`src/rtl/alu_pipe_pkg.sv`:
```
// Shared opcode encodings, flag bit positions and multiplier FSM states for alu_pipe.
// MUL (opcode 0000) is only live when ALU_PIPE_MUL_EN is defined.
package alu_pipe_pkg;

    localparam logic [3:0] OP_MUL  = 4'b0000;
    localparam logic [3:0] OP_SETC = 4'b0001;
    localparam logic [3:0] OP_CLRC = 4'b0010;
    localparam logic [3:0] OP_NOP  = 4'b0011;
    localparam logic [3:0] OP_NOT  = 4'b0100;
    localparam logic [3:0] OP_INC  = 4'b0101;
    localparam logic [3:0] OP_DEC  = 4'b0110;
    localparam logic [3:0] OP_MOV  = 4'b0111;
    localparam logic [3:0] OP_ADD  = 4'b1000;
    localparam logic [3:0] OP_SUB  = 4'b1001;
    localparam logic [3:0] OP_AND  = 4'b1010;
    localparam logic [3:0] OP_OR   = 4'b1011;
    localparam logic [3:0] OP_SHL  = 4'b1100;
    localparam logic [3:0] OP_SHR  = 4'b1101;
    localparam logic [3:0] OP_IN   = 4'b1110;
    localparam logic [3:0] OP_OUT  = 4'b1111;

    localparam int unsigned FLG_Z = 0;
    localparam int unsigned FLG_N = 1;
    localparam int unsigned FLG_C = 2;

    typedef enum logic [1:0] {
        MulIdle = 2'd0,
        MulBusy = 2'd1,
        MulDone = 2'd2
    } mul_state_t;

endpackage

```
`src/rtl/alu_mul_iter.sv`:
```
// Unsigned shift-add multiplier, one multiplier bit per cycle; used by alu_pipe
// only when ALU_PIPE_MUL_EN is defined.
module alu_mul_iter #(
    parameter int unsigned WIDTH = 16
) (
    input  logic                 clk,
    input  logic                 rst,
    input  logic                 start,
    input  logic [WIDTH-1:0]     op1,
    input  logic [WIDTH-1:0]     op2,
    output logic                 done,
    output logic [2*WIDTH-1:0]   product
);

    localparam int unsigned CW = $clog2(WIDTH);

    logic [2*WIDTH-1:0] mcand_q;
    logic [2*WIDTH-1:0] acc_q;
    logic [WIDTH-1:0]   mplier_q;
    logic [CW-1:0]      cnt_q;
    logic               busy_q;

    // done marks the cycle whose closing edge performs the final iteration
    assign done    = busy_q && (cnt_q == CW'(WIDTH - 1));
    assign product = acc_q;

    always_ff @(posedge clk) begin
        if (rst) begin
            mcand_q  <= '0;
            acc_q    <= '0;
            mplier_q <= '0;
            cnt_q    <= '0;
            busy_q   <= 1'b0;
        end else if (start) begin
            mcand_q  <= {{WIDTH{1'b0}}, op1};
            acc_q    <= '0;
            mplier_q <= op2;
            cnt_q    <= '0;
            busy_q   <= 1'b1;
        end else if (busy_q) begin
            if (mplier_q[0]) begin
                acc_q <= acc_q + mcand_q;
            end
            mcand_q  <= mcand_q << 1;
            mplier_q <= mplier_q >> 1;
            cnt_q    <= cnt_q + 1'b1;
            if (done) begin
                busy_q <= 1'b0;
            end
        end
    end

endmodule

```
`src/rtl/alu_pipe.sv`:
```
// Registered execute-stage ALU with valid/ready input and persistent Z/N/C register (CCR).
// Define ALU_PIPE_MUL_EN to add the iterative MUL on opcode 0000; otherwise 0000 is a NOP.
module alu_pipe
    import alu_pipe_pkg::*;
#(
    parameter int unsigned WIDTH = 16,
    localparam int unsigned SHW  = $clog2(WIDTH)
) (
    input  logic             clk,
    input  logic             rst,
    input  logic             in_valid,
    output logic             in_ready,
    input  logic [3:0]       alu_operation,
    input  logic [WIDTH-1:0] op1,
    input  logic [WIDTH-1:0] op2,
    input  logic [SHW-1:0]   shamt,
    input  logic             flag_wr,
    input  logic [2:0]       flag_in,
    output logic             out_valid,
    output logic [WIDTH-1:0] result,
    output logic [2:0]       flag
);

    logic [WIDTH-1:0] result_q;
    logic [2:0]       flag_q;
    logic             out_valid_q;

    logic             accept;
    logic             retire;
    logic             res_we;
    logic [WIDTH-1:0] res_next;
    logic [2:0]       flg_next;

    logic [WIDTH-1:0] alu_res;
    logic [2:0]       alu_flg;
    logic             alu_we;
    logic             alu_zn;
    logic [WIDTH:0]   add_ext;
    logic [WIDTH:0]   inc_ext;
    logic [WIDTH:0]   shl_ext;
    logic [WIDTH:0]   shr_ext;

    assign result    = result_q;
    assign flag      = flag_q;
    assign out_valid = out_valid_q;
    assign accept    = in_valid && in_ready;

    always_comb begin
        add_ext = {1'b0, op1} + {1'b0, op2};
        inc_ext = {1'b0, op2} + 1'b1;
        // Extra bit above/below the operand catches the last bit shifted out
        shl_ext = {1'b0, op2} << shamt;
        shr_ext = {op2, 1'b0} >> shamt;

        alu_res = result_q;
        alu_flg = flag_q;
        alu_we  = 1'b0;
        alu_zn  = 1'b0;

        case (alu_operation)
            OP_SETC: alu_flg[FLG_C] = 1'b1;
            OP_CLRC: alu_flg[FLG_C] = 1'b0;
            OP_NOT: begin
                alu_res = ~op2;
                alu_we  = 1'b1;
                alu_zn  = 1'b1;
            end
            OP_INC: begin
                alu_res        = inc_ext[WIDTH-1:0];
                alu_flg[FLG_C] = inc_ext[WIDTH];
                alu_we         = 1'b1;
                alu_zn         = 1'b1;
            end
            OP_DEC: begin
                alu_res        = op2 - 1'b1;
                alu_flg[FLG_C] = (op2 == '0);
                alu_we         = 1'b1;
                alu_zn         = 1'b1;
            end
            OP_MOV, OP_IN: begin
                alu_res = op1;
                alu_we  = 1'b1;
            end
            OP_ADD: begin
                alu_res        = add_ext[WIDTH-1:0];
                alu_flg[FLG_C] = add_ext[WIDTH];
                alu_we         = 1'b1;
                alu_zn         = 1'b1;
            end
            OP_SUB: begin
                alu_res        = op2 - op1;
                alu_flg[FLG_C] = (op2 < op1);
                alu_we         = 1'b1;
                alu_zn         = 1'b1;
            end
            OP_AND: begin
                alu_res = op1 & op2;
                alu_we  = 1'b1;
                alu_zn  = 1'b1;
            end
            OP_OR: begin
                alu_res = op1 | op2;
                alu_we  = 1'b1;
                alu_zn  = 1'b1;
            end
            OP_SHL: begin
                alu_res = shl_ext[WIDTH-1:0];
                if (shamt != '0) begin
                    alu_flg[FLG_C] = shl_ext[WIDTH];
                end
                alu_we = 1'b1;
                alu_zn = 1'b1;
            end
            OP_SHR: begin
                alu_res = shr_ext[WIDTH:1];
                if (shamt != '0) begin
                    alu_flg[FLG_C] = shr_ext[0];
                end
                alu_we = 1'b1;
                alu_zn = 1'b1;
            end
            OP_OUT: begin
                alu_res = op2;
                alu_we  = 1'b1;
            end
            default: ;
        endcase

        if (alu_zn) begin
            alu_flg[FLG_Z] = (alu_res == '0);
            alu_flg[FLG_N] = alu_res[WIDTH-1];
        end
    end

`ifdef ALU_PIPE_MUL_EN
    mul_state_t         mul_state_q;
    mul_state_t         mul_state_d;
    logic               mul_start;
    logic               mul_done;
    logic [2*WIDTH-1:0] mul_product;

    assign in_ready = (mul_state_q == MulIdle);

    alu_mul_iter #(
        .WIDTH (WIDTH)
    ) u_mul (
        .clk     (clk),
        .rst     (rst),
        .start   (mul_start),
        .op1     (op1),
        .op2     (op2),
        .done    (mul_done),
        .product (mul_product)
    );

    always_comb begin
        mul_state_d = mul_state_q;
        mul_start   = 1'b0;
        unique case (mul_state_q)
            MulIdle: begin
                if (accept && alu_operation == OP_MUL) begin
                    mul_start   = 1'b1;
                    mul_state_d = MulBusy;
                end
            end
            MulBusy: if (mul_done) mul_state_d = MulDone;
            MulDone: mul_state_d = MulIdle;
            default: mul_state_d = MulIdle;
        endcase
    end

    always_ff @(posedge clk) begin
        if (rst) begin
            mul_state_q <= MulIdle;
        end else begin
            mul_state_q <= mul_state_d;
        end
    end

    always_comb begin
        retire   = 1'b0;
        res_we   = 1'b0;
        res_next = alu_res;
        flg_next = alu_flg;
        if (mul_state_q == MulDone) begin
            retire          = 1'b1;
            res_we          = 1'b1;
            res_next        = mul_product[WIDTH-1:0];
            flg_next[FLG_Z] = (mul_product[WIDTH-1:0] == '0);
            flg_next[FLG_N] = mul_product[WIDTH-1];
            flg_next[FLG_C] = |mul_product[2*WIDTH-1:WIDTH];
        end else if (accept && alu_operation != OP_MUL) begin
            retire = 1'b1;
            res_we = alu_we;
        end
    end
`else
    assign in_ready = 1'b1;

    always_comb begin
        retire   = accept;
        res_we   = alu_we;
        res_next = alu_res;
        flg_next = alu_flg;
    end
`endif

    always_ff @(posedge clk) begin
        if (rst) begin
            out_valid_q <= 1'b0;
            result_q    <= '0;
            flag_q      <= '0;
        end else begin
            out_valid_q <= retire;
            if (retire && res_we) begin
                result_q <= res_next;
            end
            // An explicit flag restore wins over any op retiring on the same edge
            if (flag_wr) begin
                flag_q <= flag_in;
            end else if (retire) begin
                flag_q <= flg_next;
            end
        end
    end

endmodule

```
`config.mk`:
```
export PLATFORM = sky130hd
export DESIGN_NAME = alu_pipe
export DESIGN_NICKNAME = d
export VERILOG_FILES = /design/src/rtl/alu_pipe_pkg.sv /design/src/rtl/alu_mul_iter.sv /design/src/rtl/alu_pipe.sv
export SDC_FILE = /design/constraint.sdc
export NUM_CORES = 1
export LEC_CHECK = 0
export CELL_PAD_IN_SITES_DETAIL_PLACEMENT = 1
export CELL_PAD_IN_SITES_GLOBAL_PLACEMENT = 1
export CORE_UTILIZATION = 35
export DETAILED_ROUTE_END_ITERATION = 16
export DONT_BUFFER_PORTS = 1
export HOLD_SLACK_MARGIN = 0.12
export PLACE_DENSITY = 0.69
export SETUP_SLACK_MARGIN = 0.05
export SYNTH_ARGS = -nofsm -noshare
export SYNTH_HDL_FRONTEND = slang
export SYNTH_SLANG_ARGS = --single-unit
```
`constraint.sdc`:
```
create_clock -name clk -period 11.1 [get_ports clk]
set_clock_uncertainty 0.2 [all_clocks]
set_input_delay 1.665 -clock clk [delete_from_list [all_inputs] [get_ports clk]]
set_output_delay 1.665 -clock clk [all_outputs]
set_load 0.05 [all_outputs]
```
==> flow_metrics.py, run 1 <==
metrics = {
    "synth": {
        "yosys_warnings": 0,
        "synth-async-reset-ratio": 0,
        "yosys-top-cells-count": "nor2_1, a21oi_1, nand2_1",
        "yosysMostFrequentCell": "nor2_1",
        "synth_area_per_cell_um2": 7.06,
        "synth_top_area_share": 0.109,
        "yosys.area.top_type": "ha_1",
        "syn_inst": 880,
        "syn-num-nets": 983,
        "synth_seq_cells": 20,
        "seq_area_frac_synth": 0.0645,
        "ys_dominant_reg_cell": "dfxtp_1",
        "synth_enable_flop_cells": 0,
        "yosys-top-cells-area": "ha_1, mux4_2, dfxtp_1",
        "ys_types": 89,
        "syn_area_um2": 6210,
    },
    "timing": {
        "hold_ws_ps": 537,
        "hold_viol": 0,
        "period_needed_ps": 5260,
        "fmax_mhz": 190,
        "maxSlewViolCount": 0,
        "setup_slack_ps": 5840,
        "finalSetupViolCount": 0,
        "slew_headroom": 0.302,
        "min_period_over_period": 0.474,
        "tightest_slew_ps": 1040,
        "finalSetupTns_ps": 0,
        "rsz0062_at_grt": "no",
    },
    "global_route": {
        "overflow": 0,
        "grt_pass1_vias": 6626,
        "grt_max_degree": 58,
        "grt_first_pass_wirelength_mm": 39.2,
        "antenna_found_initial": 1,
        "groute.usage.overall": 0.276,
    },
    "route": {
        "drc": 0,
        "drt-met1-wl_mm": 11.0,
        "routedWlPerCell_um": 24.7,
        "routed_via_density": 6.66,
        "met3_length_mm": 2.62,
        "wl_met2_mm": 11.2,
        "routed_wl_mm": 25.6,
        "drtPass1Iterations": 5,
        "drt_iter0_drc": 760,
        "postRouteAntennaNets": 0,
        "via_count": 6899,
        "highest_layer": "met4",
    },
    "placement": {
        "placed_cells": 1031,
        "placed_cell_area_um2": 6150,
        "place_congestion": 0.939,
        "portBuffers": 0,
        "hpwl_mm": 19.6,
        "pre_cts_ws_ps": 5710,
    },
    "critical_path": {
        "critPathKind": "primary input to flop",
        "reg2reg_setup_slack_ps": 8840,
        "crit_fanout": 17,
        "cp-start-kind": "primary input",
        "ff2ff_path_depth": 4,
        "cp-end-kind": "flop",
        "cp_data_required_time_ps": 11050,
        "worst_ep_arrival_time_ps": 5220,
    },
    "floorplan": {
        "start_util": 0.359,
        "core_um2": 17300,
        "die_x_um": 135,
        "top_level_ports": 68,
        "dieArea_um2": 18300,
        "rows": 48,
        "die_y_um": 135,
    },
    "min_path": {
        "min_path_cells": 2,
        "hold_path_class": "flop to flop",
    },
    "clock_tree": {
        "cts_tree": "yes",
        "clkSinkCount": 20,
        "clockBufferDepth": 2,
        "h-tree-depth": 1,
        "path_clk_slew_ps": 60,
        "cts_root_buffer": "clkbuf_16",
        "hold_buffers": 0,
        "numCtsBuffers": 3,
        "ctsResizeCount": 0,
        "cts_setup_buffers": 0,
        "clock_latency_ps": 250,
    },
    "final_layout": {
        "drive_above_1_share": 0.0765,
        "postLayoutCellArea_um2": 6240,
        "nets": 914,
        "area_growth_pct": 0.564,
        "layout.cells.non_filler": 1036,
    },
    "flow_run": {
        "max_cap_violations": 0,
    },
    "pwr": {
        "vdd_drop_max_v": 0.0000895,
        "power_density_nw_per_um2": 65.8,
        "p_leak_nw": 2.40,
    },
    "status": {
        "run_status": "finished, final reports clean",
    },
}
per-stage QoR:
step,total power [W],utilization
after floorplan,0.000293,-
after global placement,0.000323,0.356
after detailed placement,0.000325,0.356
after CTS,0.000408,0.361
after global routing,0.000435,0.361
final,0.000411,0.361
worst max-delay path, stage by stage:
cell	delay, ps
inv_1	130
ha_1	210
inv_1	70
fa_1	390
nor2b_1	170
o21ba_2	220
o21ai_0	140
a31oi_1	120
nor4_1	820
a21oi_1	140
or4_1	440
or3_1	380
o41ai_2	310
layer usage:
| metal | vias to the layer above | global-route usage |
|---|---|---|
| li1 | 3178 | - |
| met1 | 3346 | 0.385 |
| met2 | 329 | 0.421 |
| met3 | 46 | 0.0587 |
| met4 | 0 | 0.0905 |
| met5 | - | 0 |
placed cells by master (no fill, tap or decap), types with 5 or more instances in the layout:
cell type	n
nor3_1	31
or2_2	7
nand2b_1	6
nor2b_1	14
or3_1	10
a21oi_1	58
nand3_1	19
nand2_1	57
nor2_1	106
o22ai_1	16
a221oi_1	7
o211ai_1	9
a211oi_1	36
nor4_1	13
or4_1	11
o21ai_1	5
xnor2_1	17
a31oi_1	13
a21o_1	6
o21ai_0	37
ha_1	54
inv_1	53
mux2i_1	23
a22oi_1	8
o221ai_1	8
nand3b_1	5
nand4_1	11
and3_1	8
o31ai_1	8
dfxtp_1	20
a211o_1	8
mux4_2	18
mux2_2	10
a221o_1	6
report_power, final:
part	switching, W	total (W)	leakage, nW	internal, W
clock network	0.0000263	0.0000812	0.0442	0.0000549
registers	0.0000258	0.000104	0.166	0.0000780
logic	0.000134	0.000226	2.19	0.0000917
total	0.000186	0.000411	2.40	0.000225
cells by family after synthesis:
| family | count (synthesis) | synth area share |
|---|---|---|
| xor+xnor | 20 | 0.0282 |
| simple gates | 324 | 0.266 |
| fa+ha+maj | 56 | 0.115 |
| flops | 20 | 0.0645 |
| buf+inv | 135 | 0.0937 |
| compound gates | 273 | 0.312 |
| other cells | 1 | 0.000604 |
| mux | 51 | 0.121 |
area by class of cell:
cell class	instances	area (µm²)
multi-input combinational	725	5230
sequential	20	400
tap	225	282
timing repair buffer	4	30.0
antenna	1	2.50
clock buffer	4	88.8
inverter	57	214
fill	2204	11100
sequential cells by signal, indices dropped and copies added (netlist names):
name       flops
out_valid      1
result        16
flag           3
final timing paths:
path / startpoint / to
max: op2[0] / flag[0]
min: result[14] / result[14]
max reg2reg: result[1] / flag[0]
min reg2reg: result[14] / result[14]
No activity file was read; power rests on OpenSTA's default activity.
==> run 2, diff against run 1 <==
PLACE_DENSITY = 0.72   (was 0.69)
clock period = 4.6 ns   (was 11.1 ns; I/O delays follow)
==> run 2 against run 1 <==
Compared with the run above: utilization grew 0.34 points; count of clock-buffer cells in the layout down 1; first-iteration DRC count is 9.7% lower; register-to-register slack lost 6500 ps; sequential share of layout area decreased by 0.060 points; global-route usage about the same; die area is the same; final area grew 0.94%; via count up 1.4%; cell count is 0.77% higher; critical endpoint unchanged; largest cell class unchanged; largest power group unchanged; highest routed layer unchanged.
==> flow_metrics.py, run 2 (same netlist as run 1, synthesis figures left out) <==
metrics = {
    "pwr": {
        "power_density_nw_per_um2": 156,
        "intPower_w": 0.000532,
        "p_seq_frac": 0.255,
        "clkPwrFrac": 0.178,
        "pwr-share-comb": 0.566,
        "p_leak_nw": 2.44,
        "vdd_drop_max_v": 0.000214,
        "switching_share": 0.459,
        "p_sw_w": 0.000451,
    },
    "status": {
        "run_status": "finished, final reports clean",
    },
    "clock_tree": {
        "cts_setup_buffers": 0,
        "clkSinkCount": 20,
        "clock_latency_ps": 250,
        "cts_root_buffer": "clkbuf_16",
        "hold_buffers": 0,
        "ctsResizeCount": 0,
        "numCtsBuffers": 3,
        "path_clk_slew_ps": 50,
        "cts_tree": "yes",
        "h-tree-depth": 1,
        "clockBufferDepth": 2,
    },
    "route": {
        "drc": 0,
        "drtPass1Iterations": 5,
        "drt_iter0_drc": 686,
        "via_count": 6995,
        "routed_wl_mm": 25.5,
        "postRouteAntennaNets": 0,
        "routedWlPerCell_um": 24.4,
        "routed_via_density": 6.70,
    },
    "floorplan": {
        "core_um2": 17300,
        "dieArea_um2": 18300,
        "top_level_ports": 68,
        "die_y_um": 135,
        "die_x_um": 135,
        "rows": 48,
        "start_util": 0.359,
    },
    "min_path": {
        "min-delay-start": "rst",
        "hold_path_class": "primary input to flop",
        "min_path_cells": 1,
        "hold_end": "result[13]",
    },
    "critical_path": {
        "cp_data_required_time_ps": 4560,
        "crit_fanout": 17,
        "worst_ep_arrival_time_ps": 4030,
        "cp-end-kind": "flop",
        "critPathKind": "primary input to flop",
        "ff2ff_path_depth": 4,
        "reg2reg_setup_slack_ps": 2370,
        "rr_startpoint": "result[1]",
        "timing.rr.end": "flag[0]",
        "cp-start-kind": "primary input",
    },
    "global_route": {
        "grt_max_degree": 58,
        "grt_pass1_vias": 6792,
        "groute.usage.overall": 0.276,
        "grt_first_pass_wirelength_mm": 39.2,
        "antenna_found_initial": 0,
        "overflow": 0,
    },
    "timing": {
        "finalSetupViolCount": 0,
        "period_needed_ps": 4070,
        "tightest_slew_ps": 1040,
        "maxSlewViolCount": 0,
        "finalSetupTns_ps": 0,
        "rsz0062_at_grt": "no",
        "min_period_over_period": 0.885,
        "fmax_mhz": 246,
        "slew_headroom": 0.304,
        "hold_viol": 0,
    },
    "placement": {
        "portBuffers": 0,
        "hpwl_mm": 19.7,
        "place_congestion": 0.969,
        "placed_cell_area_um2": 6230,
    },
    "final_layout": {
        "area_growth_pct": 1.51,
        "final_common_cell": "nor2_1",
        "final_util": 0.364,
        "drive_above_1_share": 0.0867,
        "postLayoutCellArea_um2": 6300,
        "final_cell_mix": "nor2_1, a21oi_1, nand2_1, ha_1, inv_1",
        "nets": 924,
        "multi_input_comb_area_um2": 5230,
        "fillCellCount": 2209,
        "n_antenna_cell": 0,
        "seqCellArea_um2": 400,
        "largest_reg_flops": 16,
    },
    "flow_run": {
        "max_cap_violations": 0,
    },
}
run 2: cell types whose count changed in the layout (fill, tap and decap cells not counted), sizes merged:
cell	delta
diode	-1
clkbuf	-1
buf	+10
run 2: worst max-delay path, stage by stage:
cell and delay [ps]:
inv_1 130, ha_1 210, inv_1 60, fa_1 390, nor2b_1 160, o21ai_1 300, a21oi_1 190, o311ai_0 360
o31ai_1 140, nor4_1 590, a31oi_1 160, or3_1 340, o41ai_2 300
run 2: final cells by class:
type                       instances  area share
sequential                        20      0.0635
multi-input combinational        725       0.829
inverter                          57      0.0339
timing repair buffer              14      0.0167
clock buffer                       3      0.0119
tap                              225      0.0447
run 2: worst max-delay path by stage:
stage	from	to	slack (ps)	cells past startpoint
4_1_cts	op2[0]	flag[0]	650	13
2_1_floorplan	op2[4]	flag[0]	580	14
3_3_place_gp	op1[0]	flag[0]	490	12
3_5_place_dp	op2[0]	flag[0]	410	13
5_1_grt	op2[0]	flag[0]	320	13
6_report	op2[0]	flag[0]	530	13
run 2: routing by layer:
metal	vias up	wire length (µm)	share of wire	GRT usage
met5	-	0	0	0
met4	0	1100	0.043	0.123
met3	63	2590	0.10	0.0688
met2	352	10900	0.43	0.407
met1	3399	11000	0.43	0.376
li1	3181	-	-	-
run 2: power by group through the flow:
stage	clock, W	sequential (W)	combinational [W]
5_1_grt	0.000188	0.000254	0.000601
6_report	0.000175	0.000251	0.000556
4_1_cts	0.000180	0.000251	0.000546
2_1_floorplan	0	0.000251	0.000457
3_5_place_dp	0	0.000255	0.000542
3_3_place_gp	0	0.000254	0.000534
run 2: stage by stage:
step / power [W] / setup slack [ps] / std cells / hold slack (ps)
global placement: 0.000788 / 488 / 1041 / 525
global route: 0.00104 / 323 / 1044 / 295
floorplan: 0.000707 / 580 / 880 / 515
CTS: 0.000977 / 654 / 1044 / 300
detailed placement: 0.000797 / 413 / 1041 / 535
finish: 0.000982 / 527 / 1044 / 302
